**src/rtl/cselector_n_mmu.sv**
```systemverilog
// N-way clocked token selector: buffers tokens in a small FIFO, multicasts drive
// pulses to the selected ports and retires the head once the join rule is met.
module cselector_n_mmu #(
  parameter int NUM_PORTS  = 4,
  parameter int DATA_WIDTH = 32,
  parameter int DEPTH      = 2,
  parameter int JOIN_ALL   = 1
) (
  input  logic                         clk,
  input  logic                         rstn,
  input  logic                         i_drive,
  input  logic [NUM_PORTS-1:0]         i_select,
  input  logic [DATA_WIDTH-1:0]        i_data,
  output logic                         o_free,
  output logic                         o_full,
  output logic [$clog2(DEPTH+1)-1:0]   o_count,
  output logic [NUM_PORTS-1:0]         o_driveNext,
  output logic [DATA_WIDTH-1:0]        o_data,
  input  logic [NUM_PORTS-1:0]         i_freeNext,
  output logic                         o_err
);

  // state | meaning
  // IDLE  | FIFO empty, outputs quiet
  // ISSUE | single cycle, head mask on o_driveNext
  // WAIT  | head issued, collecting frees on pending ports
  typedef enum logic [1:0] {IDLE, ISSUE, WAIT} state_t;

  localparam int AW = $clog2(DEPTH);
  localparam int CW = $clog2(DEPTH+1);

  state_t                  state, state_nxt;
  logic [NUM_PORTS-1:0]    mem_mask [DEPTH];
  logic [DATA_WIDTH-1:0]   mem_data [DEPTH];
  logic [AW-1:0]           rd_ptr, wr_ptr;
  logic [CW-1:0]           count, count_nxt, remain;
  logic [NUM_PORTS-1:0]    pending, pending_nxt, legal, head_mask, drive_nxt;
  logic                    push, pop, zero_err, err_nxt;

  assign head_mask = mem_mask[rd_ptr];

  always_comb begin
    state_nxt   = state;
    pending_nxt = pending;
    legal       = '0;
    pop         = 1'b0;
    zero_err    = 1'b0;
    drive_nxt   = '0;
    push        = i_drive && !o_full;

    case (state)
      IDLE: begin
        if (push) state_nxt = ISSUE;
      end
      ISSUE: begin
        legal       = head_mask;
        pending_nxt = head_mask & ~i_freeNext;
        if (head_mask == '0) begin
          pop      = 1'b1;
          zero_err = 1'b1;
        end else if (JOIN_ALL != 0) begin
          pop = (pending_nxt == '0);
        end else begin
          pop = |(head_mask & i_freeNext);
        end
        if (!pop) state_nxt = WAIT;
      end
      WAIT: begin
        legal       = pending;
        pending_nxt = pending & ~i_freeNext;
        if (JOIN_ALL != 0) pop = (pending_nxt == '0);
        else               pop = |(pending & i_freeNext);
      end
      default: state_nxt = IDLE;
    endcase

    count_nxt = count + CW'(push) - CW'(pop);
    remain    = count - CW'(pop);
    if (pop) begin
      pending_nxt = '0;
      state_nxt   = (count_nxt != '0) ? ISSUE : IDLE;
    end

    // New head may be the token being pushed on this very edge.
    if (state_nxt == ISSUE)
      drive_nxt = (remain == '0) ? i_select : mem_mask[rd_ptr + AW'(pop)];

    err_nxt = (i_drive && o_full) || (|(i_freeNext & ~legal)) || zero_err;
  end

  always_ff @(posedge clk) begin
    if (!rstn) state <= IDLE;
    else       state <= state_nxt;
  end

  always_ff @(posedge clk) begin
    if (push) begin
      mem_mask[wr_ptr] <= i_select;
      mem_data[wr_ptr] <= i_data;
    end
  end

  always_ff @(posedge clk) begin
    if (!rstn) begin
      rd_ptr      <= '0;
      wr_ptr      <= '0;
      count       <= '0;
      pending     <= '0;
      o_free      <= 1'b0;
      o_full      <= 1'b0;
      o_driveNext <= '0;
      o_err       <= 1'b0;
    end else begin
      if (push) wr_ptr <= wr_ptr + 1'b1;
      if (pop)  rd_ptr <= rd_ptr + 1'b1;
      count       <= count_nxt;
      o_full      <= (count_nxt == CW'(DEPTH));
      pending     <= pending_nxt;
      o_free      <= pop;
      o_driveNext <= drive_nxt;
      o_err       <= err_nxt;
    end
  end

  assign o_count = count;
  assign o_data  = (count == '0) ? '0 : mem_data[rd_ptr];

endmodule
```
**config.mk**
```make
export PLATFORM = sky130hd
export DESIGN_NAME = cselector_n_mmu
export DESIGN_NICKNAME = d
export VERILOG_FILES = /design/src/rtl/cselector_n_mmu.sv
export SDC_FILE = /design/constraint.sdc
export NUM_CORES = 1
export LEC_CHECK = 0
export CAP_MARGIN = 30
export CORE_ASPECT_RATIO = 0.7
export CORE_UTILIZATION = 25
export CTS_CLUSTER_DIAMETER = 30
export DETAILED_ROUTE_END_ITERATION = 10
export PLACE_DENSITY = 0.51
export SYNTH_ARGS = -nofsm -noshare
export SYNTH_HDL_FRONTEND = slang
export SYNTH_SLANG_ARGS = --single-unit
```
**constraint.sdc**
```tcl
create_clock -name clk -period 3 [get_ports clk]
set_clock_uncertainty 0.05 [all_clocks]
set_input_delay 0.45 -clock clk [delete_from_list [all_inputs] [get_ports clk]]
set_output_delay 0.45 -clock clk [all_outputs]
set_load 0.02 [all_outputs]
```
==> results.tsv, run 1 <==
metric	value	unit
gate count after technology mapping	303	
Met2 Wirelength	4560	um
post-synthesis simple-gate area fraction	0.108	
1st-iter DRT viols	171	
Hold Crit Class	reg2reg	
prevailing post-synth register cell	edfxtp_1	
Util after Layout	0.377	
dpl cell area	5180	um^2
Max Fclk	340	MHz
max cap viols	0	
Core Region	15000	um^2
hold buffers post-CTS	0	
RR Endpoint	o_driveNext[2]	
FF+latch count, synth	90	
Highest Signal Layer	met4	
H-tree levels	3	
Ys Warns	0	
smallest hold slack	0.497	ns
post-route setup slack	0.0558	ns
grt total ovfl	0	
num rows	37	
Worst-path clk slew	0.07	ns
initial antenna violation count	0	
number of nets in the layout	466	
Synth-to-Final Area Change	44.0	%
IO buf count	83	
Top cell by count, worst path	ha_4	
distinct cell type count of the synthesized netlist	49	
net count after synthesis	352	
Finished Cell Area	5670	um^2
WL final	9780	um
DP Wirelength	6720	um
maximum clock path buffer count	2	
status	finished with violations	
slowest stage delay, CP	0.46	ns
CTS buffer count	9	
Inserted Diodes	0	
number of buffers and inverters on the critical path	1	
Worst setup SP type	register	
hold endpoint	pending[2]	
Die ar.	16300	um^2
met3 routed WL	514	um
reg2reg setup slack	0.06	ns
async set or reset register ratio after synthesis	0	
Setup crit end kind	register	
post-synthesis compound-gate area fraction	0.103	
clk sink count	90	
Cell Area, Synth	3940	um^2
crit path cell chain	mux2i_4 -> o22ai_2 -> or2_4 -> o21ai_4 -> ha_4 -> inv_2 -> ha_4 -> xnor2_2 -> xnor2_1 -> o221ai_1 -> nand3_1 -> o31ai_4 -> a311oi_1	
Crit path required time	3.19	ns
largest net degree at the start of global routing	30	
Post-DRT Antenna Nets	0	
Die Wd	152	um
Hold Crit Start	pending[2]	
P per Cell Area	879	nW/um^2
Post-synth EDFFs	72	
cell family with most CP delay	compound AO/OA/AOI/OAI gates	
DRT Pass-1 Iters	7	
Starting Density	0.262	
Adder-Cell Fraction of Synth Area	0.0191	
Fin. Hold Viols	0	
Static Leak	1.98	nW
worst-margin pin slew	0.550	ns
clk root buf	clkbuf_16	
Worst path slowest cell	dfxtp_4	
minimum clock period after layout	2.94	ns
Final Max Slew Viols	0	
reg2reg path depth	13	
first-pass GRT wire length	14900	um
post-synthesis sequential area ratio	0.640	
clk_lat worst skew	0.34	ns
mux contribution to synthesized area	0.0953	
DIE HEIGHT	107	um
Tcrit/Tclk final	0.981	
worst slack at placement	-0.433	ns
Yosys top cell area share	0.549	
Worst Hold Depth	2	
Tot GR Track Use	0.121	
Area contributors post-synth	edfxtp_1 (55%), dfxtp_1 (9.1%), mux2i_1 (8.9%)	
Metal-1 WL	4630	um
I/O Pins	84	
Rel. slew slack	0.634	
Setup CP Type	reg2reg	
Avg Inst Size Synth	13.0	um^2
vias after detailed routing	2819	
DR vias/cell	4.58	
CTS tree	yes	
post-synth top area cell	edfxtp_1	
layout cells sized above 1	0.173	
maximum VDD drop	270	uV
violated checks	design-rule violations	
CP max FO	6	
DRC errors left	18	
critical path arrival	3.14	ns
post-synthesis xor/xnor area fraction	0.00667	
final setup fails	0	
WL/cell	15.9	um
vias in the first global route	2758	
gpl congestion	0.814	
main combinational cell family by area after synthesis	simple AND/OR/NAND/NOR gates	
-- sequential cells by signal, indices dropped and copies added (netlist names), named ones only --
register and cells:
state 2, o_driveNext 4, pending 4, o_count 2
mem_mask 8, rd_ptr 1, o_full 1, o_free 1
o_err 1, mem_data 64, wr_ptr 1
-- logic make-up (layout without fill, tap and decap cells) --
family,count (synthesis),in the layout
xor+xnor,3,3
buf+inv,24,142
fa+ha+maj,6,6
simple gates,91,91
mux,37,37
flops,90,90
compound gates,52,52
-- worst max-delay path by stage --
stage / slack, ns / endpoint / cells past startpoint / startpoint
6_report: 0.06 / o_driveNext[2] / 13 / register
5_1_grt: -0.02 / o_driveNext[2] / 13 / register
4_1_cts: 0.04 / o_driveNext[2] / 14 / i_freeNext[2]
3_5_place_dp: -0.43 / o_driveNext[2] / 14 / i_freeNext[2]
3_3_place_gp: -0.28 / o_driveNext[2] / 14 / i_freeNext[2]
2_1_floorplan: 0.15 / o_driveNext[2] / 15 / register
-- worst reg2reg max path, cell delays in order (launching register included) --
cell and delay (ns):
dfxtp_4 0.46, mux2i_4 0.29, o22ai_2 0.10, or2_4 0.27
o21ai_4 0.19, ha_4 0.23, inv_2 0.06, ha_4 0.13
xnor2_2 0.07, xnor2_1 0.24, o221ai_1 0.17, nand3_1 0.18
o31ai_4 0.13, a311oi_1 0.28
-- stage by stage --
stage,std cells,total power (W),setup TNS (ns)
3_3_place_gp,593,0.00372,-0.930
3_5_place_dp,593,0.00374,-1.59
2_1_floorplan,303,0.00280,0
5_1_grt,616,0.00525,-0.0215
6_report,616,0.00499,0
4_1_cts,610,0.00491,0
-- cell usage after synthesis (all sizes together), types with 4 or more instances --
master	number
mux2i	36
nand2	9
dfxtp	18
edfxtp	72
a21oi	6
a22oi	8
clkbuf	9
buf	6
o21ai	7
nand4	6
nor2	50
nor3	4
ha	6
and2	7
inv	9
a21o	4
-- layout by cell type (no fill, tap or decap), types with 4 or more instances in the layout --
cell | synthesis | routed
nand2_1 | 9 | 9
buf_4 | 0 | 33
a21o_1 | 4 | 4
dlymetal6s2s_1 | 0 | 4
inv_1 | 9 | 8
a21oi_1 | 5 | 5
o21ai_0 | 5 | 5
edfxtp_1 | 72 | 72
and2_1 | 7 | 7
clkdlybuf4s50_1 | 0 | 79
nor2_1 | 50 | 48
a22oi_1 | 8 | 8
mux2i_4 | 0 | 4
nand4_1 | 6 | 6
dfxtp_1 | 18 | 17
clkbuf_16 | 0 | 9
mux2i_1 | 35 | 32
-- timing repair --
item | CTS | global route
setup endpoints to repair | 4 | 4
buffers inserted | 2 | 6
gates resized for setup | 1 | 23
pin swaps | 2 | 12
-- final cells by class --
cell class,instances,area (um^2)
Tap cell,195,244
Multi-Input combinational cell,189,1440
Inverter,9,33.8
Clock inverter,6,73.8
Fill cell,1449,9370
Clock buffer,9,225
Sequential cell,90,2530
Timing Repair Buffer,118,1130
-- where the power goes --
part / leakage [nW] / switching (W) / internal [W]
registers: 0.822 / 0.000115 / 0.00156
logic: 1.01 / 0.00117 / 0.00101
clock network: 0.140 / 0.000485 / 0.000653
total: 1.98 / 0.00177 / 0.00322
-- metal layers --
metal	vias up	GRT usage
li1	1361	-
met1	1371	0.159
met2	79	0.197
met3	8	0.0323
met4	0	0.0328
met5	-	0
Power figures use the tool's default switching activity.
==> run 2: changes to the inputs <==
--- a/config.mk
+++ b/config.mk
@@ -10,7 +10,8 @@
 export CORE_UTILIZATION = 25
 export CTS_CLUSTER_DIAMETER = 30
 export DETAILED_ROUTE_END_ITERATION = 10
-export PLACE_DENSITY = 0.51
+export PLACE_DENSITY = 0.49
+export SETUP_SLACK_MARGIN = 0.4
 export SYNTH_ARGS = -nofsm -noshare
 export SYNTH_HDL_FRONTEND = slang
 export SYNTH_SLANG_ARGS = --single-unit
==> constraint.sdc (replaced) <==
create_clock -name clk -period 3.2 [get_ports clk]
set_clock_uncertainty 0.05 [all_clocks]
set_input_delay 0.48 -clock clk [delete_from_list [all_inputs] [get_ports clk]]
set_output_delay 0.48 -clock clk [all_outputs]
set_load 0.02 [all_outputs]
==> results.tsv, run 2 (synthesis gave the netlist of run 1 again) <==
metric	value	unit	change
status	finished with violations		
violated checks	design-rule violations		
DP Wirelength	6320	um	-5.9%
Starting Density	0.262		unchanged
WL/cell	15.4	um	-3.1%
Worst setup SP type	register		
worst slack at placement	-0.221	ns	+0.213 ns
initial antenna violation count	0		unchanged
Fin. Hold Viols	0		unchanged
Final Max Slew Viols	0		unchanged
max FFs per register	64		unchanged
Die Wd	152	um	unchanged
Worst path slowest cell	dfxtp_4		
first-pass GRT wire length	15200	um	+2.3%
IO buf count	83		unchanged
DRC errors left	20		+2
clk root buf	clkbuf_16		
H-tree levels	3		unchanged
vias after detailed routing	2769		-1.8%
Die ar.	16300	um^2	unchanged
Hold Crit Class	reg2reg		
Worst-path clk slew	0.06	ns	about the same
maximum VDD drop	287	uV	+6.3%
Inst Count DP	583		-1.7%
largest registers	mem_data x64, mem_mask x8		
max cap viols	0		unchanged
worst-margin pin slew	0.627	ns	+0.0770 ns
Critical Path End	o_driveNext[2]		
cell family with most CP delay	compound AO/OA/AOI/OAI gates		
Crit path required time	3.38	ns	+0.19 ns
number of buffers and inverters on the critical path	1		unchanged
crit path cell chain	mux2i_4 -> o22ai_2 -> or2_4 -> o21ai_4 -> ha_4 -> inv_2 -> ha_4 -> xnor2_2 -> xnor2_1 -> o221ai_1 -> nand3_1 -> o31ai_4 -> a311oi_2		
maximum clock path buffer count	2		unchanged
DR vias/cell	4.58		+0.18%
final setup fails	0		unchanged
post-route setup slack	0.352	ns	+0.296 ns
reg2reg path depth	13		unchanged
Setup crit end kind	register		
I/O Pins	84		unchanged
CTS buffer count	9		unchanged
Inserted Diodes	0		unchanged
DRT Pass-1 Iters	7		unchanged
Rel. slew slack	0.582		-0.0519
Util after Layout	0.373		-0.00441
Setup CP Type	reg2reg		
layout cells sized above 1	0.152		-0.0218
DIE HEIGHT	107	um	unchanged
RSZ-0062 raised after global routing	true		
CP max FO	6		unchanged
gpl congestion	0.830		+1.9%
reg2reg setup slack	0.35	ns	+0.30 ns
commonest non-fill, non-tap cell in the layout	clkdlybuf4s50_1		
Static Leak	1.91	nW	-3.5%
P per Cell Area	837	nW/um^2	-4.8%
critical path arrival	3.03	ns	-0.11 ns
post-route insts no fill	604		-1.9%
Synth-to-Final Area Change	42.3	%	
number of nets in the layout	454		-2.6%
vias in the first global route	2805		+1.7%
clk sink count	90		unchanged
Tcrit/Tclk final	0.890		-0.0913
WL final	9290	um	-5.0%
dpl cell area	5140	um^2	-0.75%
critical path depth in cells	13		unchanged
num rows	37		unchanged
RR Endpoint	o_driveNext[2]		
grt total ovfl	0		unchanged
minimum clock period after layout	2.85	ns	-0.0958 ns
CTS tree	yes		
1st-iter DRT viols	169		-1.2%
largest reg by FF count	mem_data		
Tot GR Track Use	0.122		+0.000505
slowest stage delay, CP	0.46	ns	about the same
Post-DRT Antenna Nets	0		unchanged
Finished Cell Area	5610	um^2	-1.2%
Core Region	15000	um^2	unchanged
largest net degree at the start of global routing	38		+27%
clk_lat worst skew	0.33	ns	about the same
Top cell by count, worst path	ha_4		
Max Fclk	351	MHz	+3.4%
most frequent cells in the layout	clkdlybuf4s50_1 (81), edfxtp_1 (72), nor2_1 (48), mux2i_1 (32), buf_4 (21)		
==> run 2: routing by layer <==
layer,up-vias,global-route usage,routed length [um]
met5,-,0,0
met4,0,0.0284,33
met3,4,0.0323,594
met2,88,0.188,4030
met1,1333,0.169,4630
li1,1344,-,-
==> run 2: worst min-delay path, stage by stage, from the launching register on <==
cell and delay [ns]:
dfxtp_1 0.36, a22oi_1 0.08, nor2_1 0.07
==> run 2: per-stage QoR <==
step                hold slack, ns  TNS [ns]  total power (W)
global placement             0.469    -0.171          0.00345
floorplan                    0.437         0          0.00265
global route                 0.523         0          0.00498
detailed placement           0.480    -0.543          0.00345
finish                       0.490         0          0.00469
CTS                          0.492         0          0.00476
==> run 2: timing repair <==
item,in CTS,in global routing
setup buffers,6,0
resized for setup,13,5
hold buffers,0,0
setup endpoints to repair,32,26
pin swaps,11,7
==> run 2: worst min-delay path by stage <==
stage | cells after the start | endpoint | from
2_1_floorplan | 2 | pending[2] | pending[2]
3_3_place_gp | 2 | pending[2] | pending[2]
3_5_place_dp | 2 | pending[3] | pending[3]
4_1_cts | 2 | pending[3] | pending[3]
5_1_grt | 2 | pending[2] | pending[2]
6_report | 2 | pending[3] | pending[3]
==> run 2: area by class of cell <==
type | instances | area, um^2
clock buffers | 9 | 225
clock inverters | 6 | 114
well taps | 195 | 244
repair buffers | 106 | 1020
multi-input cells | 189 | 1440
flip-flops and latches | 90 | 2530
inverters | 9 | 33.8
fillers | 1454 | 9440
==> run 2: where the power goes <==
| part | total (W) | internal, W | switching [W] |
|---|---|---|---|
| registers | 0.00159 | 0.00147 | 0.000121 |
| logic | 0.00192 | 0.000865 | 0.00105 |
| clock network | 0.00119 | 0.000761 | 0.000426 |
==> run 3: changes to the inputs <==
--- a/config.mk
+++ b/config.mk
@@ -10,6 +10,7 @@
 export CORE_UTILIZATION = 25
 export CTS_CLUSTER_DIAMETER = 30
 export DETAILED_ROUTE_END_ITERATION = 10
+export GPL_TIMING_DRIVEN = 0
 export PLACE_DENSITY = 0.49
 export SETUP_SLACK_MARGIN = 0.4
 export SYNTH_ARGS = -nofsm -noshare
==> results.tsv, run 3 (synthesis gave the netlist of run 1 again) <==
metric	value	unit	change
status	finished with violations		
violated checks	design-rule violations		
reg2reg setup slack	0.31	ns	-0.04 ns
1st-iter DRT viols	152		-10%
Tcrit/Tclk final	0.903		+0.0134
hold buffers post-CTS	0		unchanged
IO buf count	83		unchanged
Worst-path clk slew	0.07	ns	about the same
sequential power share	0.344		+0.006
Inserted Diodes	0		unchanged
Core Region	15000	um^2	unchanged
Die Wd	152	um	unchanged
DRT Pass-1 Iters	7		unchanged
maximum clock path buffer count	2		unchanged
I/O Pins	84		unchanged
crit path cell chain	buf_12 -> mux2i_4 -> o22ai_2 -> or2_1 -> buf_6 -> o21ai_4 -> ha_4 -> inv_2 -> ha_4 -> xnor2_2 -> xnor2_1 -> o221ai_1 -> nand3_1 -> o31ai_4 -> a311oi_2		
CTS tree	yes		
number of buffers and inverters on the critical path	3		+2
max cap viols	0		unchanged
Psw	0.00166	W	+3.5%
Rel. slew slack	0.652		+0.0708
Hold Crit Class	reg2reg		
CP max FO	6		unchanged
maximum VDD drop	262	uV	-8.7%
Static Leak	1.89	nW	-0.62%
critical path arrival	3.10	ns	+0.07 ns
minimum clock period after layout	2.89	ns	+0.0428 ns
DR vias/cell	4.60		+0.34%
grt total ovfl	0		unchanged
Die ar.	16300	um^2	unchanged
first-pass GRT wire length	15400	um	+1.5%
Crit path required time	3.41	ns	+0.03 ns
Final Max Slew Viols	0		unchanged
clk root buf	clkbuf_16		
initial antenna violation count	0		unchanged
Tot GR Track Use	0.126		+0.00468
RSZ-0062 raised after global routing	true		
Fin. Hold Viols	0		unchanged
Sw Ratio	0.366		+0.0249
clock network power share	0.219		-0.034
clk sink count	90		unchanged
Worst setup SP type	register		
largest reg by FF count	mem_data		
cell-internal power	0.00287	W	-7.2%
Synth-to-Final Area Change	41.5	%	
largest net degree at the start of global routing	27		-29%
DIE HEIGHT	107	um	unchanged
WL final	9780	um	+5.2%
vias in the first global route	2904		+3.5%
clk_lat worst skew	0.34	ns	about the same
DRC errors left	20		unchanged
layout cells sized above 1	0.157		+0.00504
CTS buffer count	9		unchanged
Setup crit end kind	register		
vias after detailed routing	2806		+1.3%
Fin Setup TNS	0	ns	unchanged
commonest non-fill, non-tap cell in the layout	clkdlybuf4s50_1		
number of nets in the layout	460		+1.3%
post-route setup slack	0.309	ns	-0.0428 ns
num rows	37		unchanged
WL/cell	16.0	um	+4.2%
final setup fails	0		unchanged
Worst path slowest cell	dfxtp_2		
Post-DRT Antenna Nets	0		unchanged
P per Cell Area	812	nW/um^2	-2.9%
cell family with most CP delay	compound AO/OA/AOI/OAI gates		
Top cell by count, worst path	ha_4		
max FFs per register	64		unchanged
Setup CP Type	reg2reg		
Max Fclk	346	MHz	-1.5%
worst-margin pin slew	0.519	ns	-0.108 ns
H-tree levels	3		unchanged
most frequent cells in the layout	clkdlybuf4s50_1 (79), edfxtp_1 (72), nor2_1 (49), mux2i_1 (32), dfxtp_1 (16)		
gpl congestion	0.815		-1.8%
largest registers	mem_data x64, mem_mask x8		
Starting Density	0.262		unchanged
DP Wirelength	6580	um	+4.1%
slowest stage delay, CP	0.34	ns	-0.12 ns
worst slack at placement	-0.708	ns	-0.487 ns
Logic pwr share	0.437		+0.028
==> run 3: cell types whose count changed in the layout (fill, tap and decap cells not counted), moves of 2 or more <==
cell             change
clkbuf_1             +2
clkdlybuf4s50_1      -2
clkbuf_2             +6
dlygate4sd2_1        +3
buf_4                -8
buf_2                +2
dfxtp_2              +2
bufinv_16            -3
buf_12               +2
==> run 3: layer usage <==
layer	wire length, um	vias up	global-route usage
met5	0	-	0
li1	-	1354	-
met2	4310	95	0.202
met1	4650	1347	0.166
met3	725	10	0.0372
met4	96	0	0.0335
==> run 3: stage by stage <==
stage	util	hold WS (ns)	power, W	std cells	cell area, um^2
2_1_floorplan	-	0.437	0.00265	303	3990
3_3_place_gp	0.336	0.462	0.00341	581	5060
3_5_place_dp	0.340	0.478	0.00344	583	5110
4_1_cts	0.369	0.494	0.00457	609	5560
5_1_grt	0.370	0.531	0.00479	610	5570
6_report	0.370	0.499	0.00453	610	5570
==> run 3: worst paths after layout <==
path                                 start        endpoint  depth (start not counted)
worst max-delay path              register  o_driveNext[2]                         15
worst min-delay path            pending[2]      pending[2]                          2
worst max register to register    register  o_driveNext[2]                         15
worst min register to register  pending[2]      pending[2]                          2
==> run 3: power by group through the flow <==
stage | combinational, W | sequential, W | clock [W]
6_report | 0.00198 | 0.00156 | 0.000993
3_3_place_gp | 0.00183 | 0.00158 | 0
3_5_place_dp | 0.00187 | 0.00157 | 0
4_1_cts | 0.00198 | 0.00156 | 0.00103
2_1_floorplan | 0.00105 | 0.00160 | 0
5_1_grt | 0.00213 | 0.00157 | 0.00108
==> run 3: final cells by class <==
type,count,area [um^2]
Buffer,14,90.1
Clock buffer,9,225
Clock inverter,6,51.3
Fill cell,1470,9470
Inverter,9,33.8
Multi-Input combinational cell,189,1440
Sequential cell,90,2520
Tap cell,195,244
Timing Repair Buffer,98,963
==> run 3: worst reg2reg max path: cells and delay by family, from the launching register on <==
kind                     cells  cell delay [ns]
multiplexers                 1             0.27
buffers and inverters        3             0.32
XOR/XNOR                     2             0.26
flip-flops                   1             0.34
AO/OA/AOI/OAI                5             0.80
AND/OR/NAND/NOR              2             0.44
adder cells (fa/ha/maj)      2             0.36
==> run 3: timing repair <==
action,4_1_cts,5_1_grt
resized for setup,27,3
pin swaps,12,13
endpoints found under the hold margin,0,0
endpoints found under the setup margin,38,6
buffers inserted,12,1
